[src/rtl/sel_cursor.sv]
// sel_cursor: debounced 3x3 one-hot cursor and stretched X/O place strobe for the game core.
// Define SEL_WRAP_EN to make cursor moves wrap at the grid edges instead of saturating.
module sel_cursor #(
    parameter int DEB_CYCLES = 16,
    parameter int PULSE_LEN  = 4,
    parameter int HOLD_LEN   = 4
) (
    input  logic       clk,
    input  logic       reset_n,
    input  logic       btn_up,
    input  logic       btn_down,
    input  logic       btn_left,
    input  logic       btn_right,
    input  logic       btn_place,
    input  logic       x_turn,
    output logic [8:0] sel_pos,
    output logic       button_x,
    output logic       button_o,
    output logic       busy
);
    localparam int CW = $clog2((PULSE_LEN > HOLD_LEN ? PULSE_LEN : HOLD_LEN) + 1);
    typedef enum logic [1:0] {IDLE, PRESS, HOLD} state_t;
    logic [4:0] raw, sync1_q, sync2_q, stable_q, stable_d, evt;
    logic [15:0] deb_q [5];
    logic [15:0] deb_d [5];
    logic [1:0] row_q, row_d, col_q, col_d;
    logic [3:0] idx;
    logic [8:0] sel_d;
    logic mv_ok, turn_q, turn_d;
    logic [CW-1:0] cnt_q, cnt_d;
    state_t state_q, state_d;
    assign raw = {btn_place, btn_right, btn_left, btn_down, btn_up};
    // Bit order of raw/evt: 0 up, 1 down, 2 left, 3 right, 4 place.
    always_comb begin
        for (int b = 0; b < 5; b++) begin
            stable_d[b] = stable_q[b];
            deb_d[b]    = '0;
            evt[b]      = 1'b0;
            if (sync2_q[b] != stable_q[b]) begin
                if (deb_q[b] == 16'(DEB_CYCLES - 1)) begin
                    stable_d[b] = sync2_q[b];
                    evt[b]      = sync2_q[b];
                end else begin
                    deb_d[b] = deb_q[b] + 16'd1;
                end
            end
        end
    end
    function automatic logic [1:0] step(input logic [1:0] v, input logic dec, input logic inc);
`ifdef SEL_WRAP_EN
        return (dec && !inc) ? (v == 2'd0 ? 2'd2 : v - 2'd1) :
               (inc && !dec) ? (v == 2'd2 ? 2'd0 : v + 2'd1) : v;
`else
        return (dec && !inc) ? (v == 2'd0 ? v : v - 2'd1) :
               (inc && !dec) ? (v == 2'd2 ? v : v + 2'd1) : v;
`endif
    endfunction
    // A place event in the same cycle wins over any move.
    assign mv_ok = (state_q == IDLE) && !evt[4];
    assign row_d = mv_ok ? step(row_q, evt[0], evt[1]) : row_q;
    assign col_d = mv_ok ? step(col_q, evt[2], evt[3]) : col_q;
    assign idx   = 4'd8 - (4'd3 * {2'b00, row_d} + {2'b00, col_d});
    assign sel_d = 9'd1 << idx;
    always_comb begin
        state_d = state_q;
        cnt_d   = cnt_q;
        turn_d  = turn_q;
        unique case (state_q)
            IDLE: if (evt[4]) begin
                state_d = PRESS;
                cnt_d   = CW'(PULSE_LEN - 1);
                turn_d  = x_turn;
            end
            PRESS: if (cnt_q == '0) begin
                state_d = HOLD;
                cnt_d   = CW'(HOLD_LEN - 1);
            end else begin
                cnt_d = cnt_q - CW'(1);
            end
            HOLD: if (cnt_q == '0) state_d = IDLE;
                  else cnt_d = cnt_q - CW'(1);
            default: state_d = IDLE;
        endcase
    end
    always_ff @(posedge clk or negedge reset_n) begin
        if (!reset_n) begin
            sync1_q  <= '0;
            sync2_q  <= '0;
            stable_q <= '0;
            for (int b = 0; b < 5; b++) deb_q[b] <= '0;
            row_q    <= 2'd1;
            col_q    <= 2'd1;
            sel_pos  <= 9'h010;
            state_q  <= IDLE;
            cnt_q    <= '0;
            turn_q   <= 1'b0;
            button_x <= 1'b0;
            button_o <= 1'b0;
            busy     <= 1'b0;
        end else begin
            sync1_q  <= raw;
            sync2_q  <= sync1_q;
            stable_q <= stable_d;
            for (int b = 0; b < 5; b++) deb_q[b] <= deb_d[b];
            row_q    <= row_d;
            col_q    <= col_d;
            sel_pos  <= sel_d;
            state_q  <= state_d;
            cnt_q    <= cnt_d;
            turn_q   <= turn_d;
            button_x <= (state_d == PRESS) && turn_d;
            button_o <= (state_d == PRESS) && !turn_d;
            busy     <= state_d != IDLE;
        end
    end
endmodule

[config.mk]
export PLATFORM = sky130hd
export DESIGN_NAME = sel_cursor
export DESIGN_NICKNAME = d
export VERILOG_FILES = /design/src/rtl/sel_cursor.sv
export SDC_FILE = /design/constraint.sdc
export NUM_CORES = 1
export LEC_CHECK = 0
export ABC_AREA = 1
export CAP_MARGIN = 10
export CORE_MARGIN = 3
export CORE_UTILIZATION = 55
export CTS_BUF_LIST = sky130_fd_sc_hd__clkbuf_8
export CTS_CLUSTER_DIAMETER = 80
export DETAILED_ROUTE_END_ITERATION = 7
export PLACE_DENSITY = 0.72
export SYNTH_ARGS = -nofsm -noshare
export SYNTH_HDL_FRONTEND = slang
export SYNTH_SLANG_ARGS = --single-unit
[constraint.sdc]
create_clock -name clk -period 3.3 [get_ports clk]
set_input_delay 0.66 -clock clk [delete_from_list [all_inputs] [get_ports clk]]
set_output_delay 0.66 -clock clk [all_outputs]
set_load 0.005 [all_outputs]
==> results of run 1 <==
-- cell usage after synthesis (2+ instances only) --
library cell	number	area, um2
a21oi_1	41	205.2
dfrtp_1	114	2853
dfstp_2	3	78.83
ha_1	22	275.3
inv_1	110	412.9
inv_2	3	11.26
nand2_1	93	349.1
nand2_2	7	43.79
nand2_4	2	22.52
nand3_1	32	160.2
nand3_2	12	120.1
nand4_1	12	75.07
nor2_1	124	465.5
nor2_2	10	62.56
nor3_1	17	85.08
nor3_2	7	70.07
nor3b_1	3	22.52
nor3b_2	4	50.05
nor4_1	2	12.51
o21a_1	3	22.52
o21ai_0	42	210.2
xnor2_1	12	105.1
xor2_1	12	105.1
-- per-layer routing --
metal  share of wire  global-route usage  up-vias
met2            0.50              0.3423       40
met1            0.46              0.2416     2170
met5               0                   0        -
li1                -                   -     2332
met4           0.018             0.09439        0
met3           0.025             0.05109       16
-- worst register-to-register path: cells and delay by family (launching register included) --
kind / cells / cell delay, ns
simple gates: 11 / 1.03
flops: 1 / 0.39
buf+inv: 4 / 0.26
fa+ha+maj: 4 / 1.27
-- metrics by stage --
| stage | cell area [um2] | total power [mW] |
|---|---|---|
| finish | 6829 | 3.200 |
| global route | 6829 | 3.362 |
| CTS | 6738 | 3.231 |
| detailed placement | 6326 | 1.850 |
| global placement | 6326 | 1.841 |
| floorplan | 5941 | 1.741 |
-- path summary, 6_finish.rpt --
path                            startpoint          to  cells past startpoint
worst max-delay path              deb_q[0]  sel_pos[3]                     19
worst min register to register  sync1_q[3]  sync2_q[3]                      0
min in group clk                sync1_q[3]  sync2_q[3]                      0
worst min-delay path               reset_n   deb_q[17]                      1
max in group asynchronous          reset_n   deb_q[14]                      2
worst max register to register    deb_q[0]  sel_pos[3]                     19
-- layout make-up --
class                      count  area share
sequential                   117      0.4295
multi-input combinational    470      0.3866
inverter                     114     0.06284
clock buffer                  20     0.04031
timing repair buffer          25     0.03591
tap                          136     0.02492
clock inverter                12     0.01997
-- state kept, by name (all words and copies together) (netlist names), 3 cells and up --
signal and cells:
deb_q 80, sel_pos 9, stable_q 5, sync1_q 5
sync2_q 5, cnt_q 3
-- kinds of logic after synthesis --
| group | count (synthesis) |
|---|---|
| AOI/OAI and AO/OA | 92 |
| xor gates and xnor gates | 24 |
| adders and majority gates | 23 |
| buffers and inverters | 114 |
| DFF | 117 |
| muxes | 1 |
| and+or+nand+nor | 330 |
-- report_power, final --
part	internal [mW]	switching (mW)	leakage [nW]
registers	1.48	0.0313	1.58
logic	0.126	0.195	1.37
clock network	0.792	0.571	0.218
total	2.40	0.798	3.17
-- timing repair --
action,CTS,global route
setup endpoints to repair,0,9
setup buffers,0,4
gates resized for setup,0,19
==> flow_summary_export.csv, run 1 <==
group,metric,value,unit
run_status,outcome,"finished clean",
logic_synthesis,syn_inst,701,
detailed_routing,wl_per_cell,11.97,um
timing,fmax,0.3305,GHz
critical_path,crit_path_start_kind,"flip-flop",
logic_synthesis,netlist_area,5941,um2
logic_synthesis,async_flop_share,1.000,
layout,area_growth,14.95,%
layout,diodes,0,
cts,cts_buffers,17,
pwr,leakage,3.167,nW
critical_path,path_cells,"ha_2, nand3_2, nor2_4, nand3_2, nand2_2, inv_2, nand2_2, nand2_2, nand2_4, inv_1, ha_1, inv_2, nand2_1, nand2_1, ha_1, inv_1, fa_2, nand3_1, nor2_1",
global_route,antenna_found_initial,0,
floorplanning,die_h,109.9,um
detailed_routing,firstDrtPassIters,5,
logic_synthesis,synth-seq-cells,117,
logic_synthesis,syn-num-nets,732,
detailed_routing,drc,0,
floorplanning,core,10420,um2
logic_synthesis,synth-simple-area-share,0.2658,
floorplanning,fp.dieW,109.9,um
placement,pre_cts_slack,0.1257,ns
logic_synthesis,muxShareOfSynthArea,0.001896,
layout,final_common_cell,"nor2_1",
global_route,grt_pass1_wl,19.13,mm
flow_run,maxCapViolCount,0,
layout,final_cell_count_no_fill,894,
logic_synthesis,synthXorXnorAreaFrac,0.03538,
critical_path,crit_required,3.67,ns
logic_synthesis,synth-compound-area-share,0.08151,
logic_synthesis,yosys_warnings,0,
floorplanning,dieArea,12080,um2
detailed_routing,ant_nets,0,
logic_synthesis,avgSynthCellArea,8.475,um2
pwr,powerDensity,468.6,nW/um2
floorplanning,initial_utilization,0.5703,
pwr,ir_drop,0.0003038,V
critical_path,path_buf_inv,4,
detailed_routing,vias,4558,
global_route,grt_max_degree,57,
detailed_routing,drt_iter0_drc,294,
timing,fin_crit_sh,0.9169,
critical_path,cpPeakStageDelay,0.61,ns
floorplanning,fp-row-count,37,
layout,most-common-layout-cells,"123 x nor2_1, 113 x dfrtp_1, 108 x inv_1, 93 x nand2_1, 42 x o21ai_0",
detailed_routing,avgViaCountPerCell,5.098,
critical_path,cp_max_fo,10,
timing,finalSetupViolations,0,
critical_path,endpoint_kind,"flip-flop",
cts,cts_root_buf,"clkbuf_8",
logic_synthesis,synth_cell_types,37,
hold_path,min-delay-path-class,"primary input to async pin",
cts,cts_tree,"built",
timing,tightest_slew,0.7325,ns
timing,fin_setup_tns,0,ns
cts,clk_pin_slew_worst_paths,0.07,ns
critical_path,crit_path_frequent_cell,"nand2_2",
global_route,grt_pass1_vias,4548,
cts,numClockSinks,117,
timing,drv_slew,0,
floorplanning,io_pins,20,
logic_synthesis,seq_area_frac_synth,0.4935,
critical_path,crit_family,"adder cells",
critical_path,r2r_slack,0.27,ns
timing,fin_crit,3.026,ns
critical_path,criticalPathCategory,"flip-flop to flip-flop",
cts,clkLatencyLatePin,0.44,ns
timing,layout_setup_ws,0.2741,ns
global_route,track_usage,0.2025,
placement,post-place-cells,858,
logic_synthesis,synthAdderAreaFrac,0.04971,
critical_path,cp.arrival,3.40,ns
cts,h-tree-depth,4,
logic_synthesis,synth_top_family_by_area,"simple AND/OR/NAND/NOR gates",
layout,multi_input_area,2640,um2
timing,fin_skew,0.008225,ns
timing,relSlewSlack,0.5117,
cts,cts_hold_buffers,0,
placement,gp_congestion,0.8410,
logic_synthesis,synth_edf_count,0,
layout,final-seq-area,2933,um2
global_route,grt_overflow_total,0,
logic_synthesis,ys.flop_type,"dfrtp_1",
placement,port_buffers,19,
layout,layout-drive-gt1-share,0.1372,
placement,hpwl,7.608,mm
layout,fin_nets,776,
layout,utilization,0.6556,
timing,holdWs,0.2664,ns
layout,nFillCells,840,
timing,hold_viol,0,
detailed_routing,routed_wl,10.70,mm
cts,clk_path_buf_depth,2,
critical_path,slowest_stage,"fa_2",
Note: power is estimated with default switching activity, not from simulation.
==> inputs of run 2 (changes only) <==
Settings changed: CELL_PAD_IN_SITES_DETAIL_PLACEMENT from default to 2, CELL_PAD_IN_SITES_GLOBAL_PLACEMENT from default to 2, CORE_UTILIZATION 55 to 39, PLACE_DENSITY 0.72 to 0.8.
==> run 2 against run 1 <==
  * Die area is 39% higher
  * Clock skew hardly changed
  * Global-route usage is 1.1 points higher
  * Non-clock buffer count increased by 29
  * Cell count increased by 8.6%
  * Largest power group unchanged
==> flow_summary_export.csv, run 2 (same netlist as run 1, synthesis figures left out) <==
group,metric,value,unit
detailed_routing,routed_wl,18.90,mm
cts,clk_path_buf_depth,2,
global_route,grt_max_degree,71,
layout,final_cell_count_no_fill,971,
pwr,powerDensity,453.0,nW/um2
critical_path,r2r_slack,0.05,ns
floorplanning,fp-row-count,44,
layout,layout-drive-gt1-share,0.2274,
critical_path,cp_max_fo,5,
timing,drv_slew,0,
layout,largest_reg_flops,80,
detailed_routing,firstDrtPassIters,4,
global_route,antenna_found_initial,0,
timing,layout_setup_ws,0.04782,ns
timing,fin_crit_sh,0.9855,
floorplanning,io_pins,20,
global_route,grt_pass1_vias,5679,
timing,fin_skew,0.008640,ns
cts,clkLatencyLatePin,0.45,ns
timing,holdWs,0.2189,ns
placement,post-place-cells,906,
floorplanning,core,14700,um2
floorplanning,die_h,129.4,um
timing,relSlewSlack,0.5398,
critical_path,cp.arrival,3.59,ns
layout,final_common_cell,"nor2_1",
detailed_routing,drc,0,
layout,most-common-layout-cells,"113 x nor2_1, 108 x dfrtp_1, 96 x inv_1, 80 x nand2_1",
cts,cts_hold_buffers,0,
layout,area_growth,21.52,%
timing,finalSetupViolations,0,
timing,fin_crit,3.252,ns
placement,port_buffers,19,
cts,cts_tree,"built",
cts,cts_root_buf,"clkbuf_8",
flow_run,maxCapViolCount,0,
layout,nFillCells,1613,
cts,cts_buffers,17,
detailed_routing,drt_iter0_drc,193,
cts,h-tree-depth,4,
detailed_routing,vias,5080,
placement,gp_congestion,0.7896,
floorplanning,fp.dieW,129.4,um
detailed_routing,avgViaCountPerCell,5.232,
floorplanning,dieArea,16750,um2
global_route,track_usage,0.2134,
layout,diodes,0,
floorplanning,initial_utilization,0.4042,
layout,reg_top3,"deb_q (80), sel_pos (9)",
hold_path,min-delay-path-class,"primary input to async pin",
layout,multi_input_area,2776,um2
run_status,outcome,"finished clean",
detailed_routing,ant_nets,0,
pwr,ir_drop,0.0003060,V
placement,pre_cts_slack,0.009990,ns
critical_path,crit_required,3.64,ns
pwr,leakage,3.314,nW
timing,fin_setup_tns,0,ns
cts,numClockSinks,117,
critical_path,crit_path_start_kind,"flip-flop",
critical_path,criticalPathCategory,"flip-flop to flip-flop",
detailed_routing,wl_per_cell,19.46,um
placement,hpwl,11.04,mm
layout,fin_nets,805,
pwr,power.total,3.270,mW
global_route,grt_overflow_total,0,
timing,fmax,0.3075,GHz
global_route,grt_pass1_wl,28.21,mm
critical_path,endpoint_kind,"flip-flop",
layout,final-seq-area,2939,um2
cts,clk_pin_slew_worst_paths,0.08,ns
timing,tightest_slew,0.6853,ns
timing,hold_viol,0,
layout,top_register,"deb_q",
[run 2: cell types whose count changed in the layout (fill, tap and decap cells not counted), moves of 5 or more]
cell     before  now
buf_4         6   35
dfrtp_1     113  108
dfrtp_2       1    6
inv_1       108   96
inv_2         8   20
nand2_1      93   80
nand2_2       7   19
nor2_1      123  113
nor2_2       10   19
[run 2: area by class of cell]
class / count / area share
Clock buffer: 19 / 0.03622
Clock inverter: 13 / 0.01629
Inverter: 114 / 0.05979
Multi-Input combinational cell: 470 / 0.3846
Sequential cell: 117 / 0.4071
Tap cell: 184 / 0.03189
Timing Repair Buffer: 54 / 0.06412
[run 2: metrics by stage]
stage	area, um2	util
after detailed placement	6386	0.4345
final	7219	0.4911
after global routing	7219	0.4911
after CTS	6893	0.4689
after global placement	6386	0.4345
after floorplan	5941	-
[run 2: path summary, 6_finish.rpt]
path	from	to	cells past startpoint
min	reset_n	deb_q[45]	1
max in group asynchronous	reset_n	row_q[0]	2
min reg2reg	sync1_q[4]	sync2_q[4]	0
max	deb_q[38]	sel_pos[6]	20
max reg2reg	deb_q[38]	sel_pos[6]	20
min in group clk	sync1_q[4]	sync2_q[4]	0
[run 2: metal layers]
layer / part of all wire / GRT usage
met1: 0.40 / 0.2405
met4: 0.018 / 0.06296
met3: 0.025 / 0.04946
met2: 0.56 / 0.4003
met5: 0 / 0
[run 2: critical path, stage by stage, from the launching register on]
cell and delay (ns):
dfrtp_1 0.42, inv_1 0.13, nand4_1 0.14, nor2_1 0.15, nand2_1 0.12, inv_2 0.10
nand2_4 0.06, inv_2 0.07, nand3_1 0.09, nand2_1 0.09, inv_1 0.07, nand2_2 0.07
o21ai_2 0.06, ha_1 0.33, inv_2 0.06, buf_4 0.13, ha_1 0.21, fa_2 0.66
inv_4 0.07, nand2_2 0.07, nor2_1 0.04
[run 2: repair_timing]
action	CTS	global route
resized for setup	21	54
pin swaps	5	18
endpoints found under the hold margin	0	0
setup endpoints to repair	9	9
buffers inserted	9	24
[run 2: power breakdown]
group | internal [mW] | leakage (nW) | switching, mW | total (mW)
combinational | 0.162 | 1.53 | 0.278 | 0.440
sequential | 1.48 | 1.57 | 0.0377 | 1.52
clock | 0.694 | 0.214 | 0.616 | 1.31
total | 2.34 | 3.31 | 0.931 | 3.27
==> inputs of run 3 (changes only) <==
Settings changed: GPL_ROUTABILITY_DRIVEN from default to 0.
==> results of run 3 <==
Same layout as run 2: the final DEF is identical, and so are final timing and power.
